<file path="config.mk">
export PLATFORM = sky130hd
export DESIGN_NAME = serial_subtractor
export DESIGN_NICKNAME = d
export VERILOG_FILES = /design/src/rtl/serial_sub_pkg.sv /design/src/rtl/full_subtractor.sv /design/src/rtl/serial_subtractor.sv
export SDC_FILE = /design/constraint.sdc
export NUM_CORES = 1
export LEC_CHECK = 0
export BUFFER_PORTS_ARGS = -buffer_cell sky130_fd_sc_hd__clkbuf_2
export CAP_MARGIN = 0
export CORE_AREA = 5 5 81 83
export DETAILED_ROUTE_END_ITERATION = 7
export DIE_AREA = 0 0 86 88
export GPL_TIMING_DRIVEN = 1
export PLACE_DENSITY = 0.74
export SYNTH_ARGS = -nofsm -noshare
export SYNTH_HDL_FRONTEND = slang
export SYNTH_SLANG_ARGS = --single-unit
</file>
<file path="constraint.sdc">
create_clock -name sys_clk -period 1.4 [get_ports sys_clk]
set_input_delay 0.42 -clock sys_clk [delete_from_list [all_inputs] [get_ports sys_clk]]
set_output_delay 0.42 -clock sys_clk [all_outputs]
set_load 0.02 [all_outputs]
</file>
<file path="src/rtl/serial_sub_pkg.sv">
// Shared definitions for the bit-serial subtractor: FSM state encoding and a
// constant-function log2 used to size the bit counter.
package serial_sub_pkg;

    typedef enum logic [1:0] {
        IDLE = 2'd0,
        RUN  = 2'd1,
        DONE = 2'd2
    } state_t;

    // Ceiling log2 with a floor of 1 so a counter never collapses to zero bits.
    function automatic int clog2(input int value);
        int result;
        result = 1;
        for (int i = 1; i < 32; i++) begin
            if ((1 << i) < value) begin
                result = i + 1;
            end
        end
        return result;
    endfunction

endpackage

</file>
<file path="src/rtl/full_subtractor.sv">
// One-bit full subtractor cell: d = x - y - bin, with borrow out.
module full_subtractor (
    input  logic x,
    input  logic y,
    input  logic bin,
    output logic d,
    output logic bout
);

    assign d    = x ^ y ^ bin;
    assign bout = (~x & y) | (~(x ^ y) & bin);

endmodule

</file>
<file path="src/rtl/serial_subtractor.sv">
// Bit-serial A - B, LSB first, one full-subtractor cell reused WIDTH times.
// Define SERIAL_SUB_OVF_EN to add the registered signed-overflow output ovf.
module serial_subtractor
    import serial_sub_pkg::*;
#(
    parameter int WIDTH = 8
) (
    input  logic             sys_clk,
    input  logic             sys_rst_n,
    input  logic             in_valid,
    output logic             in_ready,
    input  logic [WIDTH-1:0] in_a,
    input  logic [WIDTH-1:0] in_b,
    output logic             out_valid,
    input  logic             out_ready,
    output logic [WIDTH-1:0] diff,
    output logic             borrow
`ifdef SERIAL_SUB_OVF_EN
    ,
    output logic             ovf
`endif
);

    localparam int CNT_W = clog2(WIDTH);

    state_t           state_q, state_d;
    logic [WIDTH-1:0] a_q, a_d;
    logic [WIDTH-1:0] b_q, b_d;
    logic [WIDTH-1:0] diff_q, diff_d;
    logic             borrow_q, borrow_d;
    logic [CNT_W-1:0] cnt_q, cnt_d;
    logic             cell_d, cell_bout;
    logic             last_bit;

`ifdef SERIAL_SUB_OVF_EN
    logic a_msb_q, a_msb_d;
    logic b_msb_q, b_msb_d;
    logic ovf_q, ovf_d;
`endif

    full_subtractor u_cell (
        .x    (a_q[0]),
        .y    (b_q[0]),
        .bin  (borrow_q),
        .d    (cell_d),
        .bout (cell_bout)
    );

    assign last_bit = (cnt_q == CNT_W'(WIDTH - 1));

    always_comb begin
        // NOTE: every next-state signal gets a hold default first, so no path
        // through the case leaves one unassigned and infers a latch.
        state_d  = state_q;
        a_d      = a_q;
        b_d      = b_q;
        diff_d   = diff_q;
        borrow_d = borrow_q;
        cnt_d    = cnt_q;
`ifdef SERIAL_SUB_OVF_EN
        a_msb_d  = a_msb_q;
        b_msb_d  = b_msb_q;
        ovf_d    = ovf_q;
`endif
        case (state_q)
            IDLE: begin
                if (in_valid) begin
                    a_d      = in_a;
                    b_d      = in_b;
                    borrow_d = 1'b0;
                    cnt_d    = '0;
                    state_d  = RUN;
`ifdef SERIAL_SUB_OVF_EN
                    a_msb_d  = in_a[WIDTH-1];
                    b_msb_d  = in_b[WIDTH-1];
                    ovf_d    = 1'b0;
`endif
                end
            end
            RUN: begin
                // Result bits enter at the MSB so bit 0 lands at the LSB after WIDTH shifts.
                diff_d   = {cell_d, diff_q[WIDTH-1:1]};
                borrow_d = cell_bout;
                a_d      = a_q >> 1;
                b_d      = b_q >> 1;
                cnt_d    = cnt_q + 1'b1;
                if (last_bit) begin
                    state_d = DONE;
`ifdef SERIAL_SUB_OVF_EN
                    ovf_d   = (a_msb_q != b_msb_q) && (cell_d != a_msb_q);
`endif
                end
            end
            DONE: begin
                if (out_ready) begin
                    state_d = IDLE;
                end
            end
            default: state_d = IDLE;
        endcase
    end

    always_ff @(posedge sys_clk or negedge sys_rst_n) begin
        // NOTE: state uses non-blocking assignments so every register samples
        // pre-edge values regardless of statement order.
        if (!sys_rst_n) begin
            state_q  <= IDLE;
            a_q      <= '0;
            b_q      <= '0;
            diff_q   <= '0;
            borrow_q <= 1'b0;
            cnt_q    <= '0;
`ifdef SERIAL_SUB_OVF_EN
            a_msb_q  <= 1'b0;
            b_msb_q  <= 1'b0;
            ovf_q    <= 1'b0;
`endif
        end else begin
            state_q  <= state_d;
            a_q      <= a_d;
            b_q      <= b_d;
            diff_q   <= diff_d;
            borrow_q <= borrow_d;
            cnt_q    <= cnt_d;
`ifdef SERIAL_SUB_OVF_EN
            a_msb_q  <= a_msb_d;
            b_msb_q  <= b_msb_d;
            ovf_q    <= ovf_d;
`endif
        end
    end

    // Handshake flags decode state directly; in_ready stays low through DONE.
    assign in_ready  = (state_q == IDLE);
    assign out_valid = (state_q == DONE);
    assign diff      = diff_q;
    assign borrow    = borrow_q;
`ifdef SERIAL_SUB_OVF_EN
    assign ovf       = ovf_q;
`endif

endmodule

</file>
=== Yosys cells after proc, flatten, opt, wreduce, memory -nomap -nowiden ===
Index checks and enable logic that the tools add are counted.
W data, S select, Z words.

* Add/sub/neg operators: 1
* Equality and inequality tests: 6
* Mux-type cells: 12
* Bitwise logic cells: 7
* Reduce and logical (&&, ||, !) cells: 4

{| class="wikitable"
|+ Operators by type and width
! kind !! number
|-
| $pmux W32 S2 || 1
|-
| $add A32 B1 Y32 const B || 1
|-
| $eq A32 B3 Y1 const B || 1
|-
| $mux W32 || 1
|-
| $pmux W8 S2 || 2
|-
| $mux W8 || 2
|-
| $mux W2 || 3
|-
| $pmux W2 S3 || 1
|-
| $ne A2 B2 Y1 const B || 2
|-
| $reduce_and A3 Y1 || 1
|-
| $and A1 B1 Y1 || 2
|-
| $eq A2 B1 Y1 const B || 1
|-
| $eq A2 B2 Y1 const B || 1
|-
| $logic_not A2 Y1 || 1
|-
| $ne A2 B1 Y1 const B || 1
|-
| $not A1 Y1 || 2
|-
| $pmux W1 S2 || 1
|-
| $reduce_and A2 Y1 || 1
|-
| $reduce_bool A2 Y1 || 1
|-
| $xor A1 B1 Y1 || 2
|-
| $mux W1 || 1
|-
| $or A1 B1 Y1 || 1
|}

* Register bits: 59
* Input bits: 20
* Output and inout bits: 11
* Word-level logic and storage cells: 36

=== Logic depth before layout (Yosys ltp) ===
Gate-level depths: netlist (run 1).

* Word-level depth: 5
* Gate-level depth with buffers: 6
* Mapped depth without buffers: 5

=== Modules after synthesis ===
From an unflattened synthesis (run 1), not the netlist that was laid out.

* Cell total of the unflattened synthesis: 305
* Area, all modules: 2906.5 µm²

{| class="wikitable"
|+ By module, submodules not included
! module !! instances !! cells each !! area an instance (µm²) !! seq. area each (µm²)
|-
| serial_subtractor || 1 || 301 || 2875.3 || 1476.4
|-
| full_subtractor || 1 || 4 || 31.3 || 0.0
|}

=== Least setup slack after synthesis (run 1) ===
No wires, ideal clock.

* Path type: reg-to-reg
* Start point: register state_q[0]
* End point: register cnt_q[9]
* Setup time: 133 ps
* Arrival: 1407 ps
* Required time: 1267 ps
* Setup slack: -140 ps
* Cell stages (with the launch flop): 7
* Period minus slack after synthesis: 1540 ps
* Cell sequence: dfrtp_1 -> buf_2 -> nor3b_2 -> nor2_1 -> clkbuf_1 -> o21ai_0 -> o31ai_1

* Word-level cells in the longest chain between the ends: 3
* Elaborated cells between the ends (all ways): 6
* Those cells by class: 2 x eq/ne; 1 x mux; 3 x reduce/logical

{| class="wikitable"
|+ RTL lines
! element !! line !! source
|-
| start: declaration || serial_subtractor.sv:26 || <nowiki>state_t state_q, state_d;</nowiki>
|-
| start signal: assignment || serial_subtractor.sv:119 || <nowiki>state_q <= state_d;</nowiki>
|-
| $eq A2 B1 Y1 or $logic_not A2 Y1 (tied branches) || serial_subtractor.sv:65 || <nowiki>case (state_q)</nowiki>
|-
| $reduce_bool A2 Y1 (no line) or $ne A2 B2 Y1 (tied branches) || -- ||
|-
| $reduce_and A2 Y1 (no line) || -- ||
|-
| end signal: assignment || serial_subtractor.sv:124 || <nowiki>cnt_q <= cnt_d;</nowiki>
|-
| end: declaration || serial_subtractor.sv:31 || <nowiki>logic [CNT_W-1:0] cnt_q, cnt_d;</nowiki>
|}

Parallel ways exist; a longest one is shown, timed or not.
A chain may end at the register's enable or synchronous reset.

=== Worst setup path after layout (run 1) ===
* Start point: register state_q[1]
* End point: register cnt_q[11]

The elaborated chain is that of the path after synthesis.

==> results of run 1 <==
==> sequential cells by signal (all words and copies together) (netlist names) <==
signal,flops
diff,8
a_q,8
state_q,2
borrow,1
b_q,8
cnt_q,32
==> Yosys cell counts, drive strengths merged (4+ instances only) <==
library cell and n:
nand2 88, dfrtp 59, mux2i 19, nand3 17, nand4 17, o21ai 16
a22oi 14, clkbuf 11, nor2 11, nor4 10, buf 6, and2 5
inv 4, nor3 4
==> power by group through the flow <==
stage	combinational [mW]	sequential, mW	clock (mW)
2_1_floorplan	0.465	2.35	0
3_3_place_gp	1.06	2.27	0
3_5_place_dp	1.10	2.28	0
4_1_cts	1.17	2.29	1.58
5_1_grt	1.34	2.35	1.67
6_report	1.21	2.30	1.55
==> per-layer routing <==
layer,vias up,global-route usage,share of wire
met2,100,0.375,0.50
met3,19,0.0583,0.054
met4,0,0.102,0.017
met5,-,0,0
met1,1367,0.302,0.43
li1,1313,-,-
==> cell type report <==
| type | count | area (sq um) |
|---|---|---|
| clock buffer | 13 | 159 |
| clock inverter | 2 | 35.0 |
| fill | 397 | 1530 |
| inverter | 4 | 15.0 |
| multi-input combinational | 231 | 1600 |
| sequential | 59 | 1480 |
| tap | 75 | 93.8 |
| timing repair buffer | 104 | 866 |
==> cell families (layout without fill, tap and decap cells) <==
kind of cell | count (synthesis) | count (layout) | share of synthesized area
and+or+nand+nor | 165 | 165 | 0.292
DFF | 59 | 59 | 0.500
AOI/OAI and AO/OA | 45 | 45 | 0.101
buffers and inverters | 21 | 123 | 0.0314
muxes | 19 | 19 | 0.0644
adders and majority gates | 2 | 2 | 0.0110
==> worst max path at each step <==
stage                             endpoint  cells past startpoint
global route         cnt_q[18]$_DFFE_PN0P_                      5
CTS                              out_valid                      3
global placement    state_q[0]$_DFFE_PN0P_                      5
detailed placement  state_q[0]$_DFFE_PN0P_                      5
floorplan             cnt_q[5]$_DFFE_PN0P_                      6
finish               cnt_q[11]$_DFFE_PN0P_                      6
==> timing repair <==
item / 4_1_cts / 5_1_grt
gates resized for setup: 51 / 45
endpoints found under the hold margin: 0 / 0
pin swaps: 16 / 26
endpoints found under the setup margin: 34 / 56
hold buffers: 0 / 0
cloned: 1 / 2
setup buffers: 8 / 7
==> per-stage QoR <==
step	total power, mW	hold WS, ns	TNS, ns	utilization	setup slack, ns
final	5.07	0.0173	-5.88	0.736	-0.219
after detailed placement	3.38	0.391	-1.66	0.627	-0.165
after floorplan	2.81	0.124	-0.0911	-	-0.0362
after global routing	5.36	0.0362	-8.47	0.736	-0.264
after global placement	3.33	0.396	-1.09	0.627	-0.0883
after CTS	5.03	0.0287	-2.43	0.698	-0.190
==> metrics.cfg, run 1 <==
[worst_setup_path]
worst-path-max-fanout=5
ff2ff_path_depth=6
cpMaxStageDelayCell=dfrtp_2
startpoint=state_q[1]$_DFFE_PN0P_
arrival_ns=1.85
ff2ff_setup_slack_ns=-0.22
setup.worst_path.start_class=flip-flop
required_ns=1.63
crit_family=buffers and inverters
r2r_start=state_q[1]$_DFFE_PN0P_
cpPeakStageDelay_ns=0.42
crit_type=reg2reg
r2r-end=cnt_q[11]$_DFFE_PN0P_
crit_chain=buf_6 -> buf_4 -> nor3b_4 -> nor2_4 -> buf_6 -> a211o_1
path_common_cell=buf_6
end_kind=flip-flop
crit_buf_inv=3

[place]
placed_area_sq_um=3620
numPortBuffers=30
dp_hpwl_mm=5.05
gp_congestion=0.842
dp_cells=455

[global_route]
antenna_found_initial=0
grt_max_degree=30
grt_overflow=0
grt_pass1_wl_mm=13.7
grt_pass1_vias=2788
grtUsageTotal=0.234

[yosys]
syn_area_sq_um=2950
synth_top_cell_area_share=0.500
synth.area.top_cells=dfrtp_1, nand2_1, mux2i_1
syn_area_per_cell_sq_um=9.49
synthDistinctLibCells=38
yosysSeqAreaShare=0.500
synth_warnings=0
syn_nets=333
yosys.area.top_type=dfrtp_1
synth-seq-cells=59
synth_edf_count=0
async_flop_share=1.00
synth_flop_cell=dfrtp_1
postSynthCellCount=311

[timing]
skew_ns=0.00939
relSlewSlack=0.694
finalHoldViolCount=0
tightest_slew_ns=0.460
worst_slack_ns=-0.219
finalSetupViolations=52
slew_viol_final=0
period_share=1.16
rsz0062_at_grt=yes
fin_crit_ns=1.62
fmax_ghz=0.618

[layout]
n_antenna_cell=0
layout-drive-gt1-share=0.429
layout_common_cells=nand2_1, dfrtp_1, buf_4
final_common_cell=nand2_1
syn2layout_area_growth_pct=44.2
nets=431
final_cells=488
fin_area_sq_um=4260

[routing]
final_antenna_net_count=0
drt-total-wl_mm=8.55
post-route-drc-count=0
vias=2799
post_drt_wl_per_cell_microns=17.5
drt_iter0_markers=256
dr.pass1.iters=5
via_per_inst=5.74

[power_and_ir_drop]
swShare=0.319
power_density_nw_per_um2=1190
irDropWorstVdd_uv=834
switching_power_mw=1.62
p_clk_frac=0.306
p_int_mw=3.45
pwr-share-comb=0.239
leakage_nw=2.20
seqPwrFrac=0.454

[die]
die_area_sq_um=7570
die_y_microns=88
core_area_sq_um=5780
initial_core_util=0.511
fp.dieW_microns=86
std_cell_rows=28
ios=31

[clock_network]
cts_sinks=59
clockRootBuffer=clkbuf_8
cts-htree-levels=3
path_clk_slew_ns=0.06
clk_latency_ns=0.35
cts_tree=done
clockBufferDepth=2
cts_buffers=9

[outcome]
violations=setup timing
status=finished, violations left

[hold_path]
holdCritPathClass=in2async

[run]
maxCapViolCount=0

Note: power is estimated with default switching activity, not from simulation.
==> inputs of run 2 (changes only) <==
CORE_AREA = 5 5 78 80   (was 5 5 81 83)
DIE_AREA = 0 0 83 85   (was 0 0 86 88)
PLACE_DENSITY = 0.77   (was 0.74)
clock period = 1.51 ns   (was 1.4 ns; I/O delays follow)
==> metrics.cfg, run 2 (synthesized netlist as in run 1, its figures left out) <==
[outcome]
status=finished, violations left
violations=setup timing

[layout]
final_core_util=0.752  ; +0.0156
fill_cells=375  ; -5.5%
top_register=cnt_q
final_common_cell=nand2_1
n_antenna_cell=0  ; unchanged
largest_reg_flops=32  ; unchanged
regArea_sq_um=1490  ; +0.34%
syn2layout_area_growth_pct=35.9
nets=404  ; -6.3%
layout_common_cells=nand2_1, dfrtp_1, buf_4
layout-drive-gt1-share=0.352  ; -0.0762
multi_input_area_sq_um=1520  ; -5.5%

[worst_setup_path]
startpoint=state_q[0]$_DFFE_PN0P_
r2r-end=cnt_q[8]$_DFFE_PN0P_
end_kind=output port
required_ns=1.06  ; -0.57 ns
setup.worst_path.start_class=flip-flop
cpPeakStageDelay_ns=0.38  ; -0.04 ns
crit_buf_inv=3  ; unchanged
crit_chain=buf_6 -> buf_6 -> nor2b_4 -> buf_8
ff2ff_path_depth=5  ; -1
cpMaxStageDelayCell=dfrtp_1
path_common_cell=buf_6
crit_family=flip-flops
r2r_start=cnt_q[0]$_DFFE_PN0P_
ff2ff_setup_slack_ns=-0.08  ; +0.14 ns
crit_type=reg2out
worst-path-max-fanout=5  ; unchanged
arrival_ns=1.23  ; -0.62 ns

[clock_network]
cts_sinks=59  ; unchanged
cts_buffers=9  ; unchanged
cts_tree=done
cts_hold_buf=0  ; unchanged
clockBufferDepth=2  ; unchanged
clockRootBuffer=clkbuf_8
cts-htree-levels=3  ; unchanged
path_clk_slew_ns=0.07  ; about the same
clk_latency_ns=0.34  ; about the same

[global_route]
grt_max_degree=60  ; +100%
grt_pass1_vias=2532  ; -9.2%
grt_pass1_wl_mm=12.1  ; -11%
grtUsageTotal=0.211  ; -0.0232
grt_overflow=0  ; unchanged
antenna_found_initial=0  ; unchanged

[timing]
tightest_slew_ns=0.359  ; -0.101 ns
rsz0062_at_grt=yes
finalHoldViolCount=0  ; unchanged
relSlewSlack=0.759  ; +0.0654
slew_viol_final=0  ; unchanged
fin_crit_ns=1.68
timing.setup.tns_ns=-0.569  ; +5.31 ns
finalSetupViolations=12  ; -77%
fmax_ghz=0.595
period_share=1.11
worst_slack_ns=-0.170  ; +0.0490 ns
skew_ns=0.00708  ; -0.00231 ns

[die]
die_area_sq_um=7060  ; -6.8%
initial_core_util=0.553  ; +0.0424
die_y_microns=85  ; -3.4%
fp.dieW_microns=83  ; -3.5%
ios=31  ; unchanged
core_area_sq_um=5340  ; -7.7%
std_cell_rows=27  ; -3.6%

[routing]
final_antenna_net_count=0  ; unchanged
via_per_inst=5.91  ; +3.0%
drt-total-wl_mm=7.96  ; -6.9%
post_drt_wl_per_cell_microns=17.4  ; -0.85%
dr.pass1.iters=5  ; unchanged
drt_iter0_markers=263  ; +2.7%
vias=2705  ; -3.4%
post-route-drc-count=0  ; unchanged

[power_and_ir_drop]
leakage_nw=1.99  ; -9.4%
p_int_mw=3.25  ; -5.8%
power.total_mw=4.74  ; -6.5%
p_clk_frac=0.346  ; +0.040
swShare=0.314  ; -0.00564
pwr-share-comb=0.197  ; -0.042
switching_power_mw=1.49  ; -8.2%
seqPwrFrac=0.457  ; +0.003
irDropWorstVdd_uv=1060  ; +27%
power_density_nw_per_um2=1180  ; -0.89%

[run]
maxCapViolCount=0  ; unchanged

[hold_path]
holdCritPathClass=in2async

[place]
dp_hpwl_mm=4.54  ; -10%
numPortBuffers=30  ; unchanged
gp_congestion=0.851  ; +1.1%

-- run 2: changes by cell type in the layout (fill, tap and decap cells not counted), sizes merged --
| cell | change |
|---|---|
| bufinv | +1 |
| clkinv | +1 |
| buf | -30 |
| clkbuf | +1 |
-- run 2: worst max-delay path by stage --
| stage | to | slack, ns | depth (start not counted) |
|---|---|---|---|
| 6_report | out_valid | -0.17 | 4 |
| 5_1_grt | out_valid | -0.23 | 4 |
| 4_1_cts | out_valid | -0.19 | 4 |
| 3_5_place_dp | cnt_q[9]$_DFFE_PN0P_ | -0.27 | 5 |
| 3_3_place_gp | a_q[0]$_DFFE_PN0P_ | -0.20 | 6 |
| 2_1_floorplan | cnt_q[17]$_DFFE_PN0P_ | 0.002 | 5 |
-- run 2: area by class of cell --
cell class,instances,share of cell area
Timing Repair Buffer,77,0.169
Clock buffer,11,0.0377
Sequential cell,59,0.371
Inverter,4,0.00374
Multi-Input combinational cell,231,0.378
Clock inverter,4,0.0184
Tap cell,72,0.0225
-- run 2: what timing repair did --
item | CTS | global route
buffers inserted | 1 | 9
pin swaps | 6 | 15
cloned | 0 | 4
endpoints found under the setup margin | 49 | 35
gates resized for setup | 15 | 51
-- run 2: per-stage QoR --
| stage | instance area, sq um | cells | hold WS (ns) | setup slack [ns] |
|---|---|---|---|---|
| after global placement | 3420 | 429 | 0.458 | -0.201 |
| after floorplan | 2970 | 311 | 0.157 | 0.00160 |
| after detailed placement | 3420 | 429 | 0.465 | -0.274 |
| after global routing | 4010 | 458 | 0.140 | -0.226 |
| after CTS | 3700 | 445 | 0.125 | -0.188 |
| final | 4010 | 458 | 0.110 | -0.170 |
-- run 2: per-layer routing --
layer / track usage / share of wire / vias to the layer above
met5: 0 / 0 / -
li1: - / - / 1255
met1: 0.283 / 0.42 / 1330
met4: 0.0639 / 0.018 / 0
met3: 0.0602 / 0.070 / 15
met2: 0.335 / 0.49 / 105
-- run 2: power groups by stage --
| stage | clock, mW | sequential [mW] | combinational (mW) |
|---|---|---|---|
| after detailed placement | 0 | 2.14 | 0.866 |
| after global placement | 0 | 2.13 | 0.831 |
| final | 1.64 | 2.17 | 0.934 |
| after CTS | 1.67 | 2.12 | 0.872 |
| after global routing | 1.75 | 2.20 | 1.06 |
| after floorplan | 0 | 2.17 | 0.415 |
